## src/rtl/disp_pkg.sv

```systemverilog
// Shared constants for the 7-segment scan display: segment width, the
// all-dark code, the hex glyph table and the digit-index width helper.
package disp_pkg;
  localparam int SEG_W = 7;
  localparam logic [SEG_W-1:0] SEG_OFF = 7'h7F;

  // Active-high {g..a} glyphs, entry n at bits [7n +: 7]
  localparam logic [16*SEG_W-1:0] HEX_PAT = {
    7'h71, 7'h79, 7'h5E, 7'h39, 7'h7C, 7'h77, 7'h6F, 7'h7F,
    7'h07, 7'h7D, 7'h6D, 7'h66, 7'h4F, 7'h5B, 7'h06, 7'h3F
  };

  function automatic int idx_w(input int n);
    return (n > 1) ? $clog2(n) : 1;
  endfunction
endpackage

```

## src/rtl/seg_scan_display_hex7seg.sv

```systemverilog
// Combinational hex-digit to active-high 7-segment glyph decoder.
module hex7seg
  import disp_pkg::*;
(
  input  logic [3:0]       dig_i,
  output logic [SEG_W-1:0] seg_o
);
  assign seg_o = HEX_PAT[int'(dig_i)*SEG_W +: SEG_W];
endmodule

```

## src/rtl/seg_scan_display.sv

```systemverilog
// Nibble history shifter driving a time-multiplexed common-anode display,
// with one dark cycle per digit slot and optional leading-zero blanking.
module seg_scan_display
  import disp_pkg::*;
#(
  parameter int NDIG     = 4,
  parameter int SCAN_DIV = 1000
) (
  input  logic             clk,
  input  logic             rst,
  input  logic [3:0]       din,
  input  logic             din_valid,
  input  logic             freeze,
  input  logic             blank_lz,
  output logic [NDIG-1:0]  an,
  output logic [SEG_W-1:0] seg,
  output logic             dp
);
  localparam int IW = idx_w(NDIG);
  localparam int PW = $clog2(SCAN_DIV);
  localparam int HW = 4 * NDIG;

  logic [HW-1:0]    hist_q, hist_d;
  logic [PW-1:0]    pre_q, pre_d;
  logic [IW-1:0]    idx_q, idx_d;
  logic [NDIG-1:0]  an_q, an_d;
  logic [SEG_W-1:0] seg_q, seg_d;
  logic             dp_q, dp_d;

  logic             tick;
  logic [3:0]       dig_sel;
  logic             dig_blank;
  logic [NDIG-1:0]  lz_mask;
  logic             zero_above;
  logic [SEG_W-1:0] glyph;

  assign tick = (pre_q == PW'(SCAN_DIV - 1));

  // Digit i is a leading zero when it and every more-significant digit are zero
  always_comb begin
    zero_above = 1'b1;
    lz_mask    = '0;
    for (int i = NDIG - 1; i >= 1; i--) begin
      zero_above = zero_above && (hist_q[4*i +: 4] == 4'h0);
      lz_mask[i] = blank_lz && zero_above;
    end
  end

  always_comb begin
    dig_sel   = 4'h0;
    dig_blank = 1'b0;
    for (int i = 0; i < NDIG; i++) begin
      if (idx_q == IW'(i)) begin
        dig_sel   = hist_q[4*i +: 4];
        dig_blank = lz_mask[i];
      end
    end
  end

  hex7seg u_hex7seg (
    .dig_i (dig_sel),
    .seg_o (glyph)
  );

  always_comb begin
    hist_d = hist_q;
    pre_d  = pre_q + PW'(1);
    idx_d  = idx_q;
    an_d   = '1;
    seg_d  = SEG_OFF;
    dp_d   = 1'b1;
    if (din_valid && !freeze) begin
      hist_d = {hist_q[HW-5:0], din};
    end
    if (tick) begin
      pre_d = '0;
      idx_d = (idx_q == IW'(NDIG - 1)) ? '0 : idx_q + IW'(1);
    end else begin
      an_d  = ~(NDIG'(1) << idx_q);
      seg_d = dig_blank ? SEG_OFF : ~glyph;
      dp_d  = !(freeze && (idx_q == '0));
    end
  end

  always_ff @(posedge clk) begin
    if (rst) begin
      hist_q <= '0;
      pre_q  <= '0;
      idx_q  <= '0;
      an_q   <= '1;
      seg_q  <= SEG_OFF;
      dp_q   <= 1'b1;
    end else begin
      hist_q <= hist_d;
      pre_q  <= pre_d;
      idx_q  <= idx_d;
      an_q   <= an_d;
      seg_q  <= seg_d;
      dp_q   <= dp_d;
    end
  end

  assign an  = an_q;
  assign seg = seg_q;
  assign dp  = dp_q;
endmodule

```

## config.mk

```make
export PLATFORM = sky130hd
export DESIGN_NAME = seg_scan_display
export DESIGN_NICKNAME = d
export VERILOG_FILES = /design/src/rtl/disp_pkg.sv /design/src/rtl/seg_scan_display_hex7seg.sv /design/src/rtl/seg_scan_display.sv
export SDC_FILE = /design/constraint.sdc
export NUM_CORES = 1
export LEC_CHECK = 0
export CAP_MARGIN = 20
export CORE_MARGIN = 5
export CORE_UTILIZATION = 30
export DETAILED_ROUTE_END_ITERATION = 6
export GPL_TIMING_DRIVEN = 0
export PLACE_DENSITY = 0.46
export SETUP_SLACK_MARGIN = 0.4
export SLEW_MARGIN = 20
export SYNTH_ARGS = -nofsm -noshare
export SYNTH_HDL_FRONTEND = slang
export SYNTH_SLANG_ARGS = --single-unit
```

## constraint.sdc

```tcl
create_clock -name clk -period 2.86 [get_ports clk]
set_input_delay 0.715 -clock clk [delete_from_list [all_inputs] [get_ports clk]]
set_output_delay 0.715 -clock clk [all_outputs]
set_load 0.03 [all_outputs]
```

After elaboration in Yosys (flattened, before gate mapping)
Cells that the tools add are included.

storage, ports and cells
  register bits = 40
  bits of input ports = 9
  output and inout bits = 12
  logic and storage cells = 40

cells by class
  add/subtract/negate cells = 2
  $mul = 1
  eq/ne operators = 4
  shifts and indexed selects = 2
  muxes and demuxes = 8
  bitwise operators = 2
  reduce and logical (&&, ||, !) cells = 15

operator list
  cell                                                          count
  variable part select 112 x 32 -> 7 bit, first input constant  1
  two-way mux 4 bit                                             4
  logical NOT 4 bit                                             3
  adder 10 x 1 -> 10 bit, second input constant                 1
  == test 10 bit, second input constant                         1
  logical AND 1 bit                                             7
  multiplier 4 x 3 -> 7 bit, second input constant              1
  inverter 7 bit                                                1
  == test 2 bit, second input constant                          2
  inverter 4 bit                                                1
  << shifter 1 x 2 -> 4 bit, first input constant               1
  two-way mux 1 bit                                             3
  OR reduction 3 bit                                            1
  adder 2 x 1 -> 2 bit, second input constant                   1
  == test 2 x 1 -> 1 bit, second input constant                 1
  logical NOT 1 bit                                             2
  logical NOT 2 bit                                             1
  two-way mux 2 bit                                             1
  OR reduction 2 bit                                            1

Longest topological paths before layout
  depth in word-level cells = 8
  gate-level depth with buffers = 12
  mapped depth without buffers = 11

Cells and area by module
From an unflattened synthesis, not the netlist that was laid out.

unflattened totals
  cell total of the unflattened synthesis = 226
  area, all modules = 1946.9 um^2

by module, submodules not included
  module            instances  cells an instance  area each (um^2)  sequential area each (um^2)
  seg_scan_display  1          193                1659.1            800.8
  hex7seg           1          33                 287.8             0.0

Least setup slack after synthesis
Ideal clock, no wire load.

  kind = register -> register
  start = reg idx_q[0]
  end = reg seg_q[3] (netlist: seg[3])
  setup time = 0.125 ns
  data arrival time = 2.255 ns
  data required time = 2.735 ns
  path slack = 0.480 ns
  cell stages (with the launch flop) = 10
  buffers on the path = 0
  period minus slack after synthesis = 2.380 ns
  cell sequence = dfxtp_1 > inv_1 > ha_1 > inv_1 > o311ai_0 > inv_1 > ha_1 > a21oi_1 > a32o_1 > nand2_1

on the way
  cells in the longest elaborated chain, start to end = 8
  elaborated cells between the ends (all ways) = 15
  those cells by class = mul: 1; eq/ne: 3; shift: 1; mux: 7; bitwise: 1; reduce/logical: 2

RTL lines
  item                                    line                           text
  start, declared                         seg_scan_display.sv:25         logic [IW-1:0] idx_q, idx_d;
  start signal, assigned                  seg_scan_display.sv:96         idx_q <= idx_d;
  logical NOT 2 bit                       seg_scan_display.sv:53         if (idx_q == IW'(i)) begin
  two-way mux 4 bit (4 in a row)          seg_scan_display.sv:53
  multiplier 4 x 3 -> 7 bit               seg_scan_display_hex7seg.sv:8  assign seg_o = HEX_PAT[int'(dig_i)*SEG_W +: SEG_W];
  variable part select 112 x 32 -> 7 bit  seg_scan_display_hex7seg.sv:8
  inverter 7 bit                          seg_scan_display.sv:80         seg_d = dig_blank ? SEG_OFF : ~glyph;
  end signal, assigned                    seg_scan_display.sv:98         seg_q <= seg_d;
  end, declared                           seg_scan_display.sv:27         logic [SEG_W-1:0] seg_q, seg_d;

Parallel ways exist; a longest one is shown, timed or not.
A chain may end at the register's enable or synchronous reset.

Worst setup path in the final report
Ends and elaborated chain as after synthesis.

==> run summary <==
Static Leak - 0.000850 µW
Final setup fails - 0
Clk sink count - 40
Register area share after synthesis - 0.425
Worst Path Required - 3.02 ns
Vias in the first global route - 1,454
DP Wirelength - 2.93 mm
Total Nets Final - 269
Peak supply drop - 0.382 mV
DR WL/cell - 12.6 µm
Synth Area in Compound Gates - 0.137
Final Critical Period - 2.26 ns
Fin crit share - 0.790
Tot Pwr - 1250 µW
Final ANT Viol Nets - 0
# rows - 28
Synth Area in Adders - 0.0796
Slew margin rel. - 0.649
CP arrival - 2.42 ns
Die footprint - 7970 µm²
Clock latency at the later pin of the worst-skew pair - 0.29 ns
GR Util met1 - 0.144
Die H - 89.3 µm
Met3 usage - 0.0295
Sequential power share - 0.466
Register area - 801 µm²
Starting density of the core - 0.313
Root Driver - clkbuf_8
PD cells - 531 nW/µm²
Max Fclk - 0.443 GHz
Comb pwr share - 0.101
Routed WL - 4.06 mm
Synthesis-to-finish area growth - 24.8%
GRT Overall Usage - 0.113
Reg2Reg Depth - 10
Fraction of registers with async set/reset - 0
I/O Buffers - 20
Post-synthesis simple-gate area fraction - 0.258
Clock Power Share - 0.433
TritonCTS clock tree - done
Status - finished, final reports clean
Total CTS buffers - 5
Multi-input logic area - 1040 µm²
Crit path capture type - flip-flop
Final slew viol count - 0
I/O pin count - 21
Top cells by area, synth - dfxtp_1 (42%), nand2_1 (11%), ha_1 (8.0%)
Top delay family on crit path - compound AO/OA/AOI/OAI gates
Antenna diodes - 0
Final GP Congestion - 0.708
Pin count of the biggest net entering global routing - 13
Hold Startpoint - pre_q[0]
Global routing's busiest layer - met2
Starting DRT DRC Count - 50
Inst Count DP - 316
Synth unique cells - 38
Hold endpoint - pre_q[0]
Synth Register Bits - 40
Setup WS pre-CTS - 0.234 ns
Crit path largest cell delay - 0.39 ns
Via/cell ratio - 4.67
Setup WS post-layout - 0.601 ns
Unrepaired setup endpoints after global routing - false
Setup_tns - 0 ns
Hold buffers post-CTS - 0
Worst Tran Pin Value - 0.527 ns
Tightest hold margin - 0.444 ns
Synth warnings - 0
DIE WIDTH - 89.3 µm
Vias - 1,508
WS Path Type - flip-flop to flip-flop
Residual DRC - 0
Slowest cell on the critical path - dfxtp_1
Clk buf depth - 2
Syn Nets - 242
Largest family of logic cells by synthesized area - simple AND/OR/NAND/NOR gates
H-tree depth - 2
Int Pwr - 974 µW
Syn avg cell area - 8.53 µm²
DR pass1 iterations - 4
Proportion of netlist area held by the largest area contributor - 0.425
Reg2reg start - idx_q[0]
Synth Instances - 221
Max-Cap Viols - 0
Mapped cell area - 1890 µm²
Net Sw Frac - 0.220
Leading area contributor after synthesis - dfxtp_1
Skew final - 0.00753 ns
Primary FF master, synth - dfxtp_1
Clock slew at reported path FFs - 0.08 ns
Critical path cell sequence - inv_1 > ha_1 > nor2_4 > o211ai_1 > o311ai_4 > inv_1 > ha_1 > a21oi_1 > a32o_1 > nand2_1
Area of the core - 6030 µm²
Net switching power - 276 µW
Min-Delay Path Class - flip-flop to flip-flop
Initial antenna violation count - 0
Worst path buffer plus inverter count - 2
Fill cells - 642
Fraction of layout cells with a size suffix above 1 - 0.0927
XOR/XNOR Fraction of Synth Area - 0.0372
Hold depth - 1
R2R Setup Slk - 0.60 ns
Worst Setup Start Kind - flip-flop
Worst-path fanout max - 6
EDFF count, synth - 0
Mux cell area share after synthesis - 0.0133
First-pass GRT wire length - 6.89 mm
GRT met2 Usage - 0.180
Total gr overflow - 0
Final hold violation count - 0
Critical R2R Capture - seg[3]
Post-Layout Cell Count - 323
==> how the worst max path moves through the flow <==
stage	from	to	cells after the start
after global routing	idx_q[0]	seg[3]	10
after detailed placement	idx_q[0]	seg[3]	10
final	idx_q[0]	seg[3]	10
after CTS	idx_q[0]	seg[3]	10
after global placement	idx_q[0]	seg[3]	9
after floorplan	idx_q[0]	seg[3]	9
==> cell type report <==
| class | instances | area share |
|---|---|---|
| Timing Repair Buffer | 20 | 0.0851 |
| Clock buffer | 5 | 0.0292 |
| Buffer | 11 | 0.0287 |
| Clock inverter | 2 | 0.0255 |
| Tap cell | 75 | 0.0399 |
| Sequential cell | 40 | 0.340 |
| Inverter | 7 | 0.0112 |
| Multi-Input combinational cell | 163 | 0.440 |
==> power by group through the flow <==
stage | sequential [µW] | combinational (µW) | clock (µW)
finish | 582 | 126 | 542
floorplan | 615 | 57.9 | 0
detailed placement | 595 | 126 | 0
CTS | 582 | 127 | 562
global placement | 595 | 126 | 0
global route | 585 | 140 | 582
==> flip-flops by register name, indices dropped and copies added, names as in the netlist <==
signal  cells
hist_q     16
pre_q      10
seg         7
an          4
idx_q       2
dp          1
==> worst register-to-register path: cells and delay by family (launching register included) <==
kind	cells	cell delay [ns]
simple gates	2	0.24
buf+inv	2	0.24
compound gates	4	0.64
flops	1	0.39
fa+ha+maj	2	0.62
==> synth_stat cells (2+ instances only) <==
| master | count |
|---|---|
| nor4_1 | 3 |
| nand2_1 | 55 |
| a311oi_2 | 2 |
| xnor2_1 | 5 |
| nor2b_1 | 3 |
| a21oi_1 | 21 |
| xor2_1 | 3 |
| nand4_1 | 2 |
| o221ai_1 | 2 |
| buf_4 | 3 |
| o311ai_0 | 2 |
| inv_1 | 7 |
| clkbuf_1 | 6 |
| ha_1 | 12 |
| buf_6 | 2 |
| o211ai_1 | 5 |
| nor3b_1 | 2 |
| dfxtp_1 | 40 |
| nor2_1 | 19 |
| nand2b_1 | 5 |
| nand3_1 | 5 |
==> metal layers <==
metal / vias to the layer above / part of all wire
li1: 798 / -
met1: 670 / 0.51
met2: 30 / 0.43
met3: 10 / 0.041
met4: 0 / 0.021
met5: - / 0
==> what timing repair did <==
| action | in CTS | in global routing |
|---|---|---|
| setup endpoints to repair | 6 | 5 |
| gates resized for setup | 3 | 4 |
| setup buffers | 0 | 0 |
| pin swaps | 0 | 1 |
==> layout by cell type (no fill, tap or decap), types with 3 or more instances in the layout <==
cell and count:
a21oi_1 21, buf_4 3, clkbuf_1 6, clkbuf_8 5
clkdlybuf4s50_1 20, dfxtp_1 40, ha_1 11, inv_1 7
nand2_1 55, nand2b_1 5, nand3_1 5, nor2_1 18
nor2b_1 3, nor4_1 3, o211ai_1 5, xnor2_1 5
xor2_1 3
==> cells by family after synthesis <==
family                     after synthesis
AOI/OAI and AO/OA                       38
xor gates and xnor gates                 8
adders and majority gates               12
buffers and inverters                   18
DFF                                     40
muxes                                    2
and+or+nand+nor                        103
==> through the flow <==
step,utilization,instance area (µm²)
after global placement,0.362,2180
after floorplan,-,1890
after CTS,0.386,2330
final,0.391,2350
after detailed placement,0.362,2180
after global routing,0.391,2350
Power figures use the tool's default switching activity.
